--- src/rtl/jtag_tap_pkg.sv ---
// rtl/jtag_tap_pkg.sv - TAP state encoding and opcode helpers
package jtag_tap_pkg;

  typedef enum logic [3:0] {
    TLR      = 4'd0,
    RTI      = 4'd1,
    SEL_DR   = 4'd2,
    CAP_DR   = 4'd3,
    SHIFT_DR = 4'd4,
    EX1_DR   = 4'd5,
    PAUSE_DR = 4'd6,
    EX2_DR   = 4'd7,
    UPD_DR   = 4'd8,
    SEL_IR   = 4'd9,
    CAP_IR   = 4'd10,
    SHIFT_IR = 4'd11,
    EX1_IR   = 4'd12,
    PAUSE_IR = 4'd13,
    EX2_IR   = 4'd14,
    UPD_IR   = 4'd15
  } tap_state_e;

  function automatic logic [31:0] bypass_opcode(input int unsigned width);
    return (width >= 32) ? 32'hFFFF_FFFF : ((32'd1 << width) - 32'd1);
  endfunction

endpackage

--- src/rtl/jtag_tap_fsm.sv ---
// rtl/jtag_tap_fsm.sv - 16-state IEEE 1149.1 TAP controller state machine
module jtag_tap_fsm
  import jtag_tap_pkg::*;
(
  input  logic       tclk,
  input  logic       trst,
  input  logic       tms,
  output logic [3:0] tap_state
);

  tap_state_e state_q, state_d;

  always_ff @(posedge tclk or negedge trst) begin
    if (!trst) state_q <= TLR;
    else       state_q <= state_d;
  end

  always_comb begin
    state_d = state_q;
    case (state_q)
      TLR:      state_d = tms ? TLR    : RTI;
      RTI:      state_d = tms ? SEL_DR : RTI;
      SEL_DR:   state_d = tms ? SEL_IR : CAP_DR;
      CAP_DR:   state_d = tms ? EX1_DR : SHIFT_DR;
      SHIFT_DR: state_d = tms ? EX1_DR : SHIFT_DR;
      EX1_DR:   state_d = tms ? UPD_DR : PAUSE_DR;
      PAUSE_DR: state_d = tms ? EX2_DR : PAUSE_DR;
      EX2_DR:   state_d = tms ? UPD_DR : SHIFT_DR;
      UPD_DR:   state_d = tms ? SEL_DR : RTI;
      SEL_IR:   state_d = tms ? TLR    : CAP_IR;
      CAP_IR:   state_d = tms ? EX1_IR : SHIFT_IR;
      SHIFT_IR: state_d = tms ? EX1_IR : SHIFT_IR;
      EX1_IR:   state_d = tms ? UPD_IR : PAUSE_IR;
      PAUSE_IR: state_d = tms ? EX2_IR : PAUSE_IR;
      EX2_IR:   state_d = tms ? UPD_IR : SHIFT_IR;
      UPD_IR:   state_d = tms ? SEL_DR : RTI;
      default:  state_d = TLR;
    endcase
  end

  assign tap_state = state_q;

endmodule

--- src/rtl/jtag_tap_core.sv ---
// rtl/jtag_tap_core.sv - JTAG TAP with IR, BYPASS, optional IDCODE (TAP_IDCODE_EN) and user-DR select
module jtag_tap_core
  import jtag_tap_pkg::*;
#(
  parameter int unsigned          IR_WIDTH     = 4,
  parameter logic [31:0]          IDCODE_VALUE = 32'h1234_5679,
  parameter logic [IR_WIDTH-1:0]  INSTR_IDCODE = 'h1,
  parameter int unsigned          USER_BASE    = 'h2,
  parameter int unsigned          NUM_USER     = 4
) (
  input  logic                tclk,
  input  logic                trst,
  input  logic                tms,
  input  logic                tdi,
  output logic                tdo,
  output logic                tdo_en,
  output logic [3:0]          tap_state,
  output logic [IR_WIDTH-1:0] ir,
  output logic                capture_dr,
  output logic                shift_dr,
  output logic                update_dr,
  output logic                user_sel,
  output logic [2:0]          user_idx,
  input  logic                user_tdo
);

  localparam logic [IR_WIDTH-1:0] BYPASS_OP = IR_WIDTH'(bypass_opcode(IR_WIDTH));
`ifdef TAP_IDCODE_EN
  localparam logic [IR_WIDTH-1:0] RESET_IR = INSTR_IDCODE;
`else
  localparam logic [IR_WIDTH-1:0] RESET_IR = BYPASS_OP;
`endif

  logic [3:0]          state;
  logic [IR_WIDTH-1:0] ir_sr_q, ir_q;
  logic                bypass_q;
  logic                shift_ir;
  logic                dr_lsb;
  logic [31:0]         ir_ext;

  jtag_tap_fsm u_fsm (
    .tclk      (tclk),
    .trst      (trst),
    .tms       (tms),
    .tap_state (state)
  );

  assign tap_state  = state;
  assign capture_dr = (state == CAP_DR);
  assign shift_dr   = (state == SHIFT_DR);
  assign update_dr  = (state == UPD_DR);
  assign shift_ir   = (state == SHIFT_IR);
  assign ir         = ir_q;

  assign ir_ext   = 32'(ir_q);
  assign user_sel = (ir_ext >= USER_BASE) && (ir_ext < USER_BASE + NUM_USER);
  assign user_idx = user_sel ? 3'(ir_ext - USER_BASE) : 3'd0;

  always_ff @(posedge tclk or negedge trst) begin
    if (!trst) begin
      ir_sr_q  <= '0;
      bypass_q <= 1'b0;
    end else begin
      if (state == CAP_IR) ir_sr_q <= IR_WIDTH'(2'b01);
      else if (shift_ir)   ir_sr_q <= {tdi, ir_sr_q[IR_WIDTH-1:1]};
      if (capture_dr)      bypass_q <= 1'b0;
      else if (shift_dr)   bypass_q <= tdi;
    end
  end

`ifdef TAP_IDCODE_EN
  logic [31:0] idcode_q;

  always_ff @(posedge tclk or negedge trst) begin
    if (!trst)           idcode_q <= '0;
    else if (capture_dr) idcode_q <= IDCODE_VALUE;
    else if (shift_dr)   idcode_q <= {tdi, idcode_q[31:1]};
  end
`else
  logic unused_cfg;
  assign unused_cfg = ^{INSTR_IDCODE, IDCODE_VALUE};
`endif

  // All-ones wins over every other decode so BYPASS is always reachable.
  always_comb begin
    dr_lsb = bypass_q;
    if (ir_q == BYPASS_OP)         dr_lsb = bypass_q;
`ifdef TAP_IDCODE_EN
    else if (ir_q == INSTR_IDCODE) dr_lsb = idcode_q[0];
`endif
    else if (user_sel)             dr_lsb = user_tdo;
  end

  always_ff @(negedge tclk or negedge trst) begin
    if (!trst) begin
      ir_q   <= RESET_IR;
      tdo    <= 1'b0;
      tdo_en <= 1'b0;
    end else begin
      if (state == TLR)         ir_q <= RESET_IR;
      else if (state == UPD_IR) ir_q <= ir_sr_q;
      tdo_en <= shift_dr | shift_ir;
      tdo    <= shift_ir ? ir_sr_q[0] : (shift_dr ? dr_lsb : 1'b0);
    end
  end

endmodule
--- config.mk ---
export PLATFORM = sky130hd
export DESIGN_NAME = jtag_tap_core
export DESIGN_NICKNAME = d
export VERILOG_FILES = /design/src/rtl/jtag_tap_pkg.sv /design/src/rtl/jtag_tap_fsm.sv /design/src/rtl/jtag_tap_core.sv
export SDC_FILE = /design/constraint.sdc
export NUM_CORES = 1
export LEC_CHECK = 0
export BUFFER_PORTS_ARGS = -buffer_cell sky130_fd_sc_hd__buf_2
export CORE_MARGIN = 10
export CORE_UTILIZATION = 49
export DETAILED_ROUTE_END_ITERATION = 10
export GPL_ROUTABILITY_DRIVEN = 0
export PLACE_DENSITY = 0.75
export SLEW_MARGIN = 20
export SYNTH_ARGS = -nofsm -noshare
export SYNTH_HDL_FRONTEND = slang
export SYNTH_SLANG_ARGS = --single-unit
--- constraint.sdc ---
create_clock -name tclk -period 1.8 [get_ports tclk]
set_input_delay 0.36 -clock tclk [delete_from_list [all_inputs] [get_ports tclk]]
set_output_delay 0.36 -clock tclk [all_outputs]
set_load 0.005 [all_outputs]
Word-level counts from Yosys, hierarchy flattened

Index checks and enable logic that the tools add are counted.

Muxes and demuxes: 24
Add/subtract/negate cells: 1
$lt $le $gt $ge: 2
Reductions and logical operators: 8
Eq/ne operators: 16
Bitwise gates (word level): 1

Operator list:

| operator                                                                     | count |
|---|---|
| 4-bit one-hot mux with 12 select lines                                       | 1 |
| 4-bit == test, second input constant                                         | 9 |
| 4-bit 2-to-1 mux                                                             | 8 |
| 4-bit by 3-bit == test with 1-bit output, second input constant              | 4 |
| 1-bit 2-to-1 mux                                                             | 9 |
| 3-bit 2-to-1 mux                                                             | 3 |
| 4-bit by 2-bit == test with 1-bit output, second input constant              | 2 |
| 2-bit 2-to-1 mux                                                             | 3 |
| 2-bit nonzero test                                                           | 3 |
| 4-bit by 1-bit == test with 1-bit output, second input constant              | 1 |
| 4-bit by 2-bit >= comparator with 1-bit output, second input constant        | 1 |
| 4-bit zero test                                                              | 1 |
| 4-bit by 3-bit less-than comparator with 1-bit output, second input constant | 1 |
| 2-bit OR reduction                                                           | 2 |
| 3-bit OR reduction                                                           | 1 |
| 3-bit by 2-bit subtractor with 3-bit output, second input constant           | 1 |
| 1-bit logical AND                                                            | 1 |
| 1-bit OR                                                                     | 1 |

Bits of input ports: 5
Register bits after elaboration: 15
Logic and storage cells: 58

Longest topological paths before layout

Depth in word-level cells: 6
Mapped depth: 5

By module

From an unflattened synthesis, not the netlist that was laid out.

Cell total of the unflattened synthesis: 98
Area, all modules: 900.9 µm²

By module, submodules not included:

| module        | cells an instance | area each (µm²) | seq. area each (µm²) | instances |
|---|---|---|---|---|
| jtag_tap_core | 61                | 586.8           | 280.3                | 1 |
| jtag_tap_fsm  | 37                | 314.1           | 100.1                | 1 |

==> summary.md <==
| Metric | Value |
|---|---|
| M2 GR Usage | `22.6%` |
| Number of library cell types mapped by synthesis | `31` |
| Yosys top cell by area | `dfrtp_1` |
| Fill cells | `63` |
| Skew final | `0.0798 ns` |
| Core Area | `1540 sq um` |
| Setup slack after layout | `-0.926 ns` |
| Cell Area, Synth | `810 sq um` |
| TritonCTS clock tree | `built` |
| Row count | `14` |
| Worst-path clk slew | `0.11 ns` |
| Fin. Hold Viols | `0` |
| Worst slack, placed | `-0.464 ns` |
| Share of layout cells above drive strength 1 | `58.3%` |
| Ranking of synthesized cells by area | `dfrtp_1 28%, dfstp_2 13%, o21ai_0 8.0%` |
| First-pass GRT wire length | `4200 um` |
| Commonest non-fill, non-tap cell in the layout | `buf_4` |
| VDD IR max | `1.50 mV` |
| Crit path required time | `1.44 ns` |
| Worst hold path class | `in -> reg` |
| GRT Overall Usage | `14.5%` |
| Largest net degree at the start of global routing | `15` |
| Initial antenna violation count | `0` |
| Critical path endpoint category | `output pin` |
| Slew Viols, Final | `0` |
| Critical Path Source Type | `flop` |
| Post-synth EDFFs | `0` |
| Synthesized net count | `99` |
| Num CTS Buffers | `3` |
| Via count of the first global-routing pass | `903` |
| Leak | `0.679 nW` |
| Met3 Resource Use GR | `3.13%` |
| Area Growth Syn to Fin | `72.3%` |
| Drt total wl | `3740 um` |
| Clock H-tree levels | `1` |
| Initial Util | `52.5%` |
| Yosys warns | `0` |
| Kind of cell adding the most delay to the critical path | `flip-flops` |
| Hold path depth | `3` |
| Vias post-DR | `1052` |
| Clock tree root driver cell | `clkbuf_4` |
| DIE WIDTH | `60.6 um` |
| Finished Cell Area | `1400 sq um` |
| CP arrival | `2.37 ns` |
| Final Non-Filler Cells | `167` |
| R2R depth | `4` |
| Layout Utilization | `90.5%` |
| Failing checks | `setup timing` |
| Post-Syn Area per Cell | `8.61 sq um` |
| Number of diodes | `0` |
| HPWL Detailed | `1770 um` |
| Vert. Die Dim | `60.6 um` |
| IO buf count | `20` |
| Total grt overflow | `0` |
| DR WL/cell | `22.4 um` |
| Num ports | `22` |
| Worst setup path class | `reg -> out` |
| Placed Area | `1110 sq um` |
| DR pass1 iterations | `5` |
| Crit path max fanout | `3` |
| CTS sink count | `15` |
| Max-Cap Viols | `0` |
| Placed cell count | `147` |
| Register area share after synthesis | `47.0%` |
| Top-area cell type share of the netlist area | `27.8%` |
| Worst path bufs/invs | `1` |
| Fin nets | `157` |
| RSZ-0062 raised after global routing | `yes` |
| Max incr delay on CP | `0.55 ns` |
| Vias/cell | `6.30` |
| PwrDens | `2120 nW/um^2` |
| Status | `finished, violations left` |
| Clock Path Buffers | `2` |
| Cell chain of the critical path | `xnor2_2 -> nor2_2 -> and2_4 -> buf_6` |
| Worst path depth | `4` |
| Synth Flop Type | `dfrtp_1` |
| Die Area | `3680 sq um` |
| GRT Max-Usage Layer | `met2` |
| Count of final setup violators | `17` |
| Met1 Use GR | `18.6%` |
| Synth Register Bits | `15` |
| Skew-Pair Late Insertion Delay | `0.37 ns` |
| Share of synthesized registers carrying an async set or reset | `100%` |
| Antenna Nets Post-Route | `0` |
| Post-synthesis cell count | `94` |
| Slowest stage cell, crit path | `dfstp_2` |
| Initial DRC Count | `90` |
| Leading cell types in the layout, fill and taps excluded | `29 x buf_4, 14 x buf_2, 12 x buf_6` |
| Detailed-route DRC error count | `0` |
per-layer routing:
metal	share of wire [%]	vias to the layer above
met5	0	-
met4	6.7	0
met3	11	29
met2	47	95
met1	35	482
li1	-	446
power by group:
group	switching (mW)	total [mW]	internal, mW
clock	0.151	0.332	0.181
sequential	0.215	0.758	0.543
combinational	0.940	1.86	0.922
worst reg2reg max path, delay by kind of cell (launching register included):
family / cells / cell delay, ns
DFF: 1 / 0.45
and+or+nand+nor: 1 / 0.34
AOI/OAI and AO/OA: 2 / 0.28
buffers and inverters: 1 / 0.12
repair_timing:
action,CTS,global route
buffers inserted,7,6
endpoints found under the setup margin,17,17
pin swaps,3,10
hold endpoints to repair,3,0
hold buffers,1,0
gates cloned,0,0
resized for setup,12,20
kinds of logic after synthesis:
| kind of cell | Yosys count | synth area share [%] |
|---|---|---|
| AOI/OAI and AO/OA | 32 | 24.4 |
| and+or+nand+nor | 31 | 17.9 |
| DFF | 15 | 47.0 |
| buffers and inverters | 12 | 6.80 |
| xor gates and xnor gates | 2 | 2.16 |
| muxes | 1 | 1.24 |
| other | 1 | 0.463 |
path summary, 6_finish.rpt:
| kind | from | to | slack, ns |
|---|---|---|---|
| max in group asynchronous | trst | ir[0] | 0.24 |
| worst min register to register | bypass_q | bypass_q | 0.57 |
| worst max-delay path | ir[1] | user_idx[0] | -0.93 |
| worst min-delay path | tdi | bypass_q | 0.33 |
| min in group asynchronous | trst | bypass_q | 0.44 |
| worst max register to register | u_fsm.tap_state[2] | ir[1] | -0.30 |
registers in the layout (all words and copies together), names as in the netlist:
signal,flops
bypass_q,1
u_fsm.tap_state,4
tdo,1
ir_sr_q,4
tdo_en,1
ir,4
layout make-up:
cell class                 count  area (sq um)  area share, %
multi-input combinational     67           470           33.7
sequential                    15           385           27.6
tap                           16          20.0           1.43
clock buffer                   4          47.5           3.41
inverter                       5          23.8           1.70
clock inverter                 4          15.0           1.08
timing repair buffer          56           433           31.0
cell usage after synthesis, types with 2 or more instances:
library cell   n
nand2_1       11
nand3_1        4
inv_1          5
a22oi_1        4
dfrtn_1        2
dfstp_2        4
xnor2_1        2
a21oi_1        5
nor2_1         8
o21ai_0       13
nor3_1         4
buf_2          4
dfrtp_1        9
o22ai_1        2
per-stage QoR:
stage          total power [mW]  TNS, ns  hold WS (ns)
6_report                   2.95    -7.16         0.329
5_1_grt                    3.09    -7.80         0.332
4_1_cts                    2.50    -6.24         0.322
3_5_place_dp               2.00    -3.26         0.236
3_3_place_gp               1.95    -2.99         0.233
2_1_floorplan              1.43    -1.80        0.0644
(Power assumes the default switching activity.)
